`src/rtl/ccx_ser_pkg.sv`:
```
// ----------------------------------------------------------------------------
// ccx_ser_pkg
// Shared definitions for the PCX-to-Maxeler serializer:
//   - packet/frame geometry (PCX_WIDTH, FRAME_WORDS)
//   - W0 field offsets (DEST_LSB, ATOM_BIT)
//   - FSM state enum
//   - buffered entry struct {dest, atom, data} (130 bits)
//   - frame_word(): builds frame word 0..4 from a buffered entry
// ----------------------------------------------------------------------------
package ccx_ser_pkg;

    localparam int PCX_WIDTH   = 124;
    localparam int FRAME_WORDS = 5;
    localparam int DEST_W      = 5;
    localparam int DEST_LSB    = 0;
    localparam int ATOM_BIT    = 5;

    typedef enum logic [1:0] {
        ST_IDLE      = 2'd0,
        ST_WAIT_PAIR = 2'd1,
        ST_SEND      = 2'd2
    } pcx_state_e;

    typedef struct packed {
        logic [DEST_W-1:0]    dest;
        logic                 atom;
        logic [PCX_WIDTH-1:0] data;
    } pcx_entry_t;

    localparam int ENTRY_W = $bits(pcx_entry_t);

    // Word 0 carries only the routing header; words 1..4 carry the payload
    // most-significant first, with the 28-bit top slice zero-extended.
    function automatic logic [31:0] frame_word(input pcx_entry_t e, input logic [2:0] idx);
        logic [31:0] w;
        w = '0;
        case (idx)
            3'd0: begin
                w[DEST_LSB +: DEST_W] = e.dest;
                w[ATOM_BIT]           = e.atom;
            end
            3'd1:    w = {4'h0, e.data[123:96]};
            3'd2:    w = e.data[95:64];
            3'd3:    w = e.data[63:32];
            3'd4:    w = e.data[31:0];
            default: w = '0;
        endcase
        return w;
    endfunction

endpackage

```
`src/rtl/pcx_ser_fifo.sv`:
```
// ----------------------------------------------------------------------------
// pcx_ser_fifo
// Synchronous first-word-fall-through FIFO for serializer entries.
// Pointers are log2(DEPTH)+1 bits; the MSB is the wrap bit that separates
// full from empty. Writes while full and reads while empty are ignored.
// Ports:
//   clk, rst     clock, asynchronous active-high reset (pointers only)
//   push, wr_data write request and entry
//   pop          advance read pointer
//   rd_data      head entry (valid when !empty)
//   rd_data_nxt  entry behind the head (valid when count >= 2)
//   count, full, empty  occupancy status
// ----------------------------------------------------------------------------
module pcx_ser_fifo #(
    parameter int DEPTH = 16,
    parameter int WIDTH = 130,
    localparam int AW   = $clog2(DEPTH)
) (
    input  logic             clk,
    input  logic             rst,
    input  logic             push,
    input  logic [WIDTH-1:0] wr_data,
    input  logic             pop,
    output logic [WIDTH-1:0] rd_data,
    output logic [WIDTH-1:0] rd_data_nxt,
    output logic [AW:0]      count,
    output logic             full,
    output logic             empty
);

    localparam logic [AW:0] PTR_ONE = 1;

    logic [WIDTH-1:0] mem [DEPTH];
    logic [AW:0]      wr_ptr;
    logic [AW:0]      rd_ptr;
    logic [AW:0]      rd_ptr_nxt;
    logic             push_ok;
    logic             pop_ok;

    assign rd_ptr_nxt = rd_ptr + PTR_ONE;
    assign count      = wr_ptr - rd_ptr;
    assign empty      = (wr_ptr == rd_ptr);
    assign full       = (wr_ptr[AW] != rd_ptr[AW]) &&
                        (wr_ptr[AW-1:0] == rd_ptr[AW-1:0]);
    assign push_ok    = push && !full;
    assign pop_ok     = pop && !empty;

    always_ff @(posedge clk or posedge rst) begin
        if (rst) begin
            wr_ptr <= '0;
            rd_ptr <= '0;
        end else begin
            if (push_ok) wr_ptr <= wr_ptr + PTR_ONE;
            if (pop_ok)  rd_ptr <= rd_ptr_nxt;
        end
    end

    always_ff @(posedge clk) begin
        if (push_ok) mem[wr_ptr[AW-1:0]] <= wr_data;
    end

    assign rd_data     = mem[rd_ptr[AW-1:0]];
    assign rd_data_nxt = mem[rd_ptr_nxt[AW-1:0]];

endmodule

```
`src/rtl/pcx2max_ser.sv`:
```
// ----------------------------------------------------------------------------
// pcx2max_ser
// Serializes 124-bit SPARC PCX requests into fixed 5-word 32-bit frames.
// A request (PQ) latches dest/atom; the payload arrives next cycle (PA) and
// the entry is pushed into pcx_ser_fifo. Frames leave under valid/stall, and
// a one-cycle grant pulse for the frame's destination follows its last word.
// Optional build macro: PCX_SER_ATOMIC_EN -- an atomic head entry waits in
// WAIT_PAIR until its partner is buffered, then both go out back-to-back.
// Ports:
//   clk, rst           clock, asynchronous active-high reset
//   spc_pcx_req_pq     one-hot destination request (PQ)
//   spc_pcx_atom_pq    atomic-pair flag (PQ)
//   spc_pcx_data_pa    payload (PA, cycle after request)
//   pcx_spc_grant_px   per-destination grant pulse
//   pcx_valid/pcx_data registered output word, pcx_stall backpressure
//   ovf_err            sticky: push while full or non-one-hot request
// ----------------------------------------------------------------------------
module pcx2max_ser
    import ccx_ser_pkg::*;
#(
    parameter int FIFO_DEPTH = 16
) (
    input  logic                 clk,
    input  logic                 rst,
    input  logic [4:0]           spc_pcx_req_pq,
    input  logic                 spc_pcx_atom_pq,
    input  logic [PCX_WIDTH-1:0] spc_pcx_data_pa,
    output logic [4:0]           pcx_spc_grant_px,
    output logic                 pcx_valid,
    input  logic                 pcx_stall,
    output logic [31:0]          pcx_data,
    output logic                 ovf_err
);

    localparam int AW = $clog2(FIFO_DEPTH);
    localparam int CW = AW + 2;
    localparam logic [2:0]  LAST_IDX = 3'(FRAME_WORDS - 1);
    localparam logic [AW:0] CNT_TWO  = 2;

    logic              vld_p0;
    logic [DEST_W-1:0] dest_p0;
    logic              atom_p0;

    pcx_entry_t  inc_entry;
    pcx_entry_t  head;
    pcx_entry_t  head_nxt;
    pcx_entry_t  cand;
    logic [AW:0] fifo_count;
    logic        fifo_full;
    logic        fifo_empty;
    logic        push_acc;
    logic        pop;

    pcx_state_e  state, state_n;
    logic [2:0]  idx, idx_n;
    logic        valid_n;
    logic [31:0] data_n;
    logic [4:0]  grant_n;
    logic        pair_pend, pair_n;
    logic        xfer;
    logic [CW-1:0] avail;
    logic        start_ok;
    logic        hold_pair;
    logic        pair_first;
    logic        bad_req;

    // ---- PQ stage: latch request header ----
    always_ff @(posedge clk or posedge rst) begin
        if (rst) vld_p0 <= 1'b0;
        else     vld_p0 <= |spc_pcx_req_pq;
    end

    always_ff @(posedge clk) begin
        dest_p0 <= spc_pcx_req_pq;
        atom_p0 <= spc_pcx_atom_pq;
    end

    // ---- PA stage: assemble entry and push ----
    assign inc_entry = {dest_p0, atom_p0, spc_pcx_data_pa};
    assign push_acc  = vld_p0 && !fifo_full;
    assign bad_req   = vld_p0 && ((dest_p0 & (dest_p0 - 5'd1)) != 5'd0);

    pcx_ser_fifo #(
        .DEPTH (FIFO_DEPTH),
        .WIDTH (ENTRY_W)
    ) u_fifo (
        .clk         (clk),
        .rst         (rst),
        .push        (push_acc),
        .wr_data     (inc_entry),
        .pop         (pop),
        .rd_data     (head),
        .rd_data_nxt (head_nxt),
        .count       (fifo_count),
        .full        (fifo_full),
        .empty       (fifo_empty)
    );

    // ---- output stage: frame sequencing ----
    assign xfer = pcx_valid && !pcx_stall;

    // The entry that would start next. While a frame is in flight its entry
    // is still the FIFO head, so the successor is one slot behind; an entry
    // being pushed this cycle is bypassed so an idle block starts at once.
    always_comb begin
        if (state == ST_SEND) begin
            cand  = (fifo_count >= CNT_TWO) ? head_nxt : inc_entry;
            avail = CW'(fifo_count) + CW'(push_acc) - CW'(1);
        end else begin
            cand  = fifo_empty ? inc_entry : head;
            avail = CW'(fifo_count) + CW'(push_acc);
        end
    end

`ifdef PCX_SER_ATOMIC_EN
    // An atomic entry starts only with its partner buffered; the partner
    // itself always follows unconditionally, whatever its own atom flag.
    always_comb begin
        if (avail == '0)                   start_ok = 1'b0;
        else if (pair_pend || !cand.atom)  start_ok = 1'b1;
        else                               start_ok = (avail >= CW'(2));
        hold_pair  = (avail != '0) && !start_ok;
        pair_first = !pair_pend && cand.atom;
    end
`else
    assign start_ok   = (avail != '0);
    assign hold_pair  = 1'b0;
    assign pair_first = 1'b0;
`endif

    always_comb begin
        state_n = state;
        idx_n   = idx;
        valid_n = pcx_valid;
        data_n  = pcx_data;
        grant_n = '0;
        pair_n  = pair_pend;
        pop     = 1'b0;
        if (state == ST_SEND) begin
            if (xfer) begin
                if (idx != LAST_IDX) begin
                    idx_n  = idx + 3'd1;
                    data_n = frame_word(head, idx + 3'd1);
                end else begin
                    pop     = 1'b1;
                    grant_n = head.dest;
                    idx_n   = '0;
                    if (start_ok) begin
                        valid_n = 1'b1;
                        data_n  = frame_word(cand, 3'd0);
                        pair_n  = pair_first;
                    end else begin
                        valid_n = 1'b0;
                        data_n  = '0;
                        pair_n  = 1'b0;
                        state_n = hold_pair ? ST_WAIT_PAIR : ST_IDLE;
                    end
                end
            end
        end else begin
            if (start_ok) begin
                state_n = ST_SEND;
                idx_n   = '0;
                valid_n = 1'b1;
                data_n  = frame_word(cand, 3'd0);
                pair_n  = pair_first;
            end else begin
                state_n = hold_pair ? ST_WAIT_PAIR : ST_IDLE;
            end
        end
    end

    always_ff @(posedge clk or posedge rst) begin
        if (rst) begin
            state            <= ST_IDLE;
            idx              <= '0;
            pcx_valid        <= 1'b0;
            pcx_data         <= '0;
            pcx_spc_grant_px <= '0;
            pair_pend        <= 1'b0;
            ovf_err          <= 1'b0;
        end else begin
            state            <= state_n;
            idx              <= idx_n;
            pcx_valid        <= valid_n;
            pcx_data         <= data_n;
            pcx_spc_grant_px <= grant_n;
            pair_pend        <= pair_n;
            if ((vld_p0 && fifo_full) || bad_req) ovf_err <= 1'b1;
        end
    end

endmodule

```
`config.mk`:
```
export PLATFORM = sky130hd
export DESIGN_NAME = pcx2max_ser
export DESIGN_NICKNAME = d
export VERILOG_FILES = /design/src/rtl/ccx_ser_pkg.sv /design/src/rtl/pcx_ser_fifo.sv /design/src/rtl/pcx2max_ser.sv
export SDC_FILE = /design/constraint.sdc
export NUM_CORES = 2
export LEC_CHECK = 0
export CAP_MARGIN = 10
export CORE_ASPECT_RATIO = 2
export CORE_UTILIZATION = 60
export DETAILED_ROUTE_END_ITERATION = 16
export GPL_TIMING_DRIVEN = 0
export PLACE_DENSITY_LB_ADDON = 0.25
export REMOVE_ABC_BUFFERS = 1
export SLEW_MARGIN = 10
export SYNTH_ARGS = -nofsm -noshare
export SYNTH_HDL_FRONTEND = slang
export SYNTH_SLANG_ARGS = --single-unit
export TNS_END_PERCENT = 50
```
`constraint.sdc`:
```
create_clock -name clk -period 36.8 [get_ports clk]
set_input_delay 7.36 -clock clk [delete_from_list [all_inputs] [get_ports clk]]
set_output_delay 7.36 -clock clk [all_outputs]
set_load 0.05 [all_outputs]
```
==> impl_metrics.py <==
metrics = {
    "run_status": {
        "outcome": "finished, final reports clean",
    },
    "timing": {
        "setup_tns_ns": 0,
        "setup_viol": 0,
        "tightest_slew_ns": 1.22,
        "finalCriticalPeriod_ns": 9.49,
        "fmax_ghz": 0.105,
        "rsz0062_at_grt": "no",
        "clock_skew_ns": 0.0329,
        "fin_crit_sh_pct": 25.8,
        "slew_violations": 0,
        "hold_viol_final": 0,
        "relSlewSlack_pct": 18.9,
    },
    "clocking": {
        "ctsHoldBuffers": 0,
        "clk_pin_slew_worst_paths_ns": 0.07,
        "post-cts-setup-buffer-count": 0,
        "cts_tree": "yes",
        "worstSkewPairLatency_ns": 0.80,
        "clk_path_buf_depth": 4,
        "postCtsResizedCells": 0,
        "cts_htree_levels": 4,
        "clock-sinks": 2140,
        "root_buffer": "clkbuf_16",
        "cts_buffers": 179,
    },
    "route": {
        "wl_um": 201000,
        "antenna_left": 0,
        "first_iter_violations": 4606,
        "dr.pass1.iters": 6,
        "num_vias": 40200,
        "via_per_inst": 6.99,
        "wire_per_inst_um": 35.0,
        "drc": 0,
    },
    "floorplanning": {
        "row_count": 192,
        "die_area_um2": 140000,
        "core_area_um2": 137000,
        "io_pins": 172,
        "die_w_um": 265,
        "die_h_um": 528,
        "initial_utilization_pct": 60.5,
    },
    "min_path": {
        "hold_class": "reg2reg",
    },
    "logic_synthesis": {
        "synthArstFlopShare_pct": 2.52,
        "seq_area_frac_synth_pct": 77.2,
        "synth_area_leaders": "edfxtp_1 75%, mux4_2 17%, dfrtp_1 1.6%",
        "ys_warn_count": 0,
        "syn_inst": 3469,
        "synth_area_per_cell_um2": 23.9,
        "ys.flop_type": "edfxtp_1",
        "synth_area_um2": 82900,
        "synth_top_area_share_pct": 75.4,
        "synth.distinct_cells": 67,
        "synth_edf_count": 2080,
        "synth-seq-cells": 2140,
        "yosys.area.top_type": "edfxtp_1",
    },
    "global_route": {
        "grt_pass1_wl_um": 289000,
        "overflow": 0,
        "antenna_found_initial": 28,
        "grt_max_degree": 56,
        "grt_use_total_pct": 29.4,
        "grt_pass1_vias": 42000,
    },
    "worst_setup_path": {
        "cp_data_required_time_ns": 29.44,
        "critPathKind": "reg2out",
        "critPathArrivalTime_ns": 2.13,
        "crit_path_max_incr_delay_ns": 0.86,
        "crit_slowest_cell": "clkdlybuf4s50_1",
        "endpoint_kind": "primary output",
        "cp_max_fo": 2,
        "start_kind": "flip-flop",
        "crit_buf_inv": 1,
        "crit_family": "buffers and inverters",
        "path_cells": "clkdlybuf4s50_1",
    },
    "finish": {
        "fillers": 7653,
        "most-common-layout-cells": "2080 x edfxtp_1, 643 x mux4_2, 183 x clkbuf_16",
        "final_common_cell": "edfxtp_1",
        "area_growth_pct": 15.8,
        "drive_gt1_share_pct": 30.0,
        "stdcell_area_um2": 95900,
        "fin_nets": 4004,
    },
    "pwr": {
        "p_per_area_nw_per_um2": 83.0,
        "leakagePower_uw": 0.0305,
        "peakVddDrop_mv": 0.0558,
    },
    "job": {
        "cap_violations": 0,
    },
    "placed_design": {
        "gp_congestion": 0.751,
        "portBuffers": 171,
        "place_area_um2": 89900,
        "hpwl_um": 119000,
    },
}
[synthesized netlist by cell type (all sizes together) (13+ instances only)]
cell / number
nand2: 84
dfrtp: 54
ha: 17
nand3: 16
edfxtp: 2080
a22oi: 58
nor3: 17
a22o: 30
nor2b: 13
inv: 18
mux4: 643
clkbuf: 40
buf: 149
a21oi: 20
mux2: 20
nor2: 46
o21ai: 17
mux2i: 22
[routing by layer]
layer / GRT usage [%] / wire, µm
met2: 48.5 / 102000
met5: 0 / 238
met1: 38.6 / 71500
met4: 12.2 / 8880
met3: 5.90 / 18400
[sequential cells by signal, indices dropped and copies added (netlist names), 3 cells and up]
register / flops
pcx_data: 32
u_fifo.mem: 2080
u_fifo.rd_ptr: 5
pcx_spc_grant_px: 5
u_fifo.wr_ptr: 5
idx: 3
dest_p0: 5
[area by class of cell]
type / instances / area (µm²) / area share (%)
inverter: 18 / 77.6 / 0.0809
clock buffer: 212 / 4770 / 4.97
tap: 1746 / 2180 / 2.28
multi-input combinational: 1122 / 17900 / 18.7
antenna: 11 / 27.5 / 0.0287
clock inverter: 101 / 1250 / 1.30
timing repair buffer: 392 / 5780 / 6.02
sequential: 2140 / 63900 / 66.7
[power by group]
| part | leakage, µW | total [µW] | switching, µW | internal (µW) |
|---|---|---|---|---|
| Clock | 0.00292 | 1970 | 849 | 1120 |
| Combinational | 0.00796 | 2680 | 1420 | 1250 |
| Sequential | 0.0196 | 3320 | 159 | 3160 |
| Total | 0.0305 | 7970 | 2430 | 5530 |
[final timing paths]
path	start	to	slack [ns]	cells after the start
setup / recovery	pcx_data[13]	pcx_data[13]	27.31	1
hold / removal	pcx_data[3]	pcx_data[3]	0.48	2
setup reg to reg	u_fifo.rd_ptr[2]	idx[2]	30.06	18
hold reg to reg	pcx_data[3]	pcx_data[3]	0.48	2
max in group asynchronous	rst	u_fifo.rd_ptr[3]	29.00	3
min in group asynchronous	rst	pcx_data[12]	7.08	2
[per-stage QoR]
step / power (µW) / hold WS [ns] / cells / setup WS [ns] / utilization [%]
after floorplan: 6000 / 0.450 / 3280 / 6.54 / -
after detailed placement: 6010 / 0.464 / 5418 / 27.11 / 65.6
final: 7970 / 0.481 / 5742 / 27.31 / 70.1
after global placement: 7480 / 0.444 / 5197 / -16.83 / 62.6
after CTS: 8010 / 0.481 / 5731 / 27.27 / 70.0
after global routing: 8220 / 0.518 / 5734 / 27.27 / 70.0
[cell families (layout without fill, tap and decap cells)]
kind of cell,Yosys count,in the layout,synth area share [%]
compound gates,186,186,1.71
xor+xnor,17,17,0.196
fa+ha+maj,19,19,0.293
buf+inv,207,723,1.41
flops,2140,2140,77.2
mux,685,685,18.0
other cells,0,11,0
simple gates,215,215,1.22
Power figures use the tool's default switching activity.
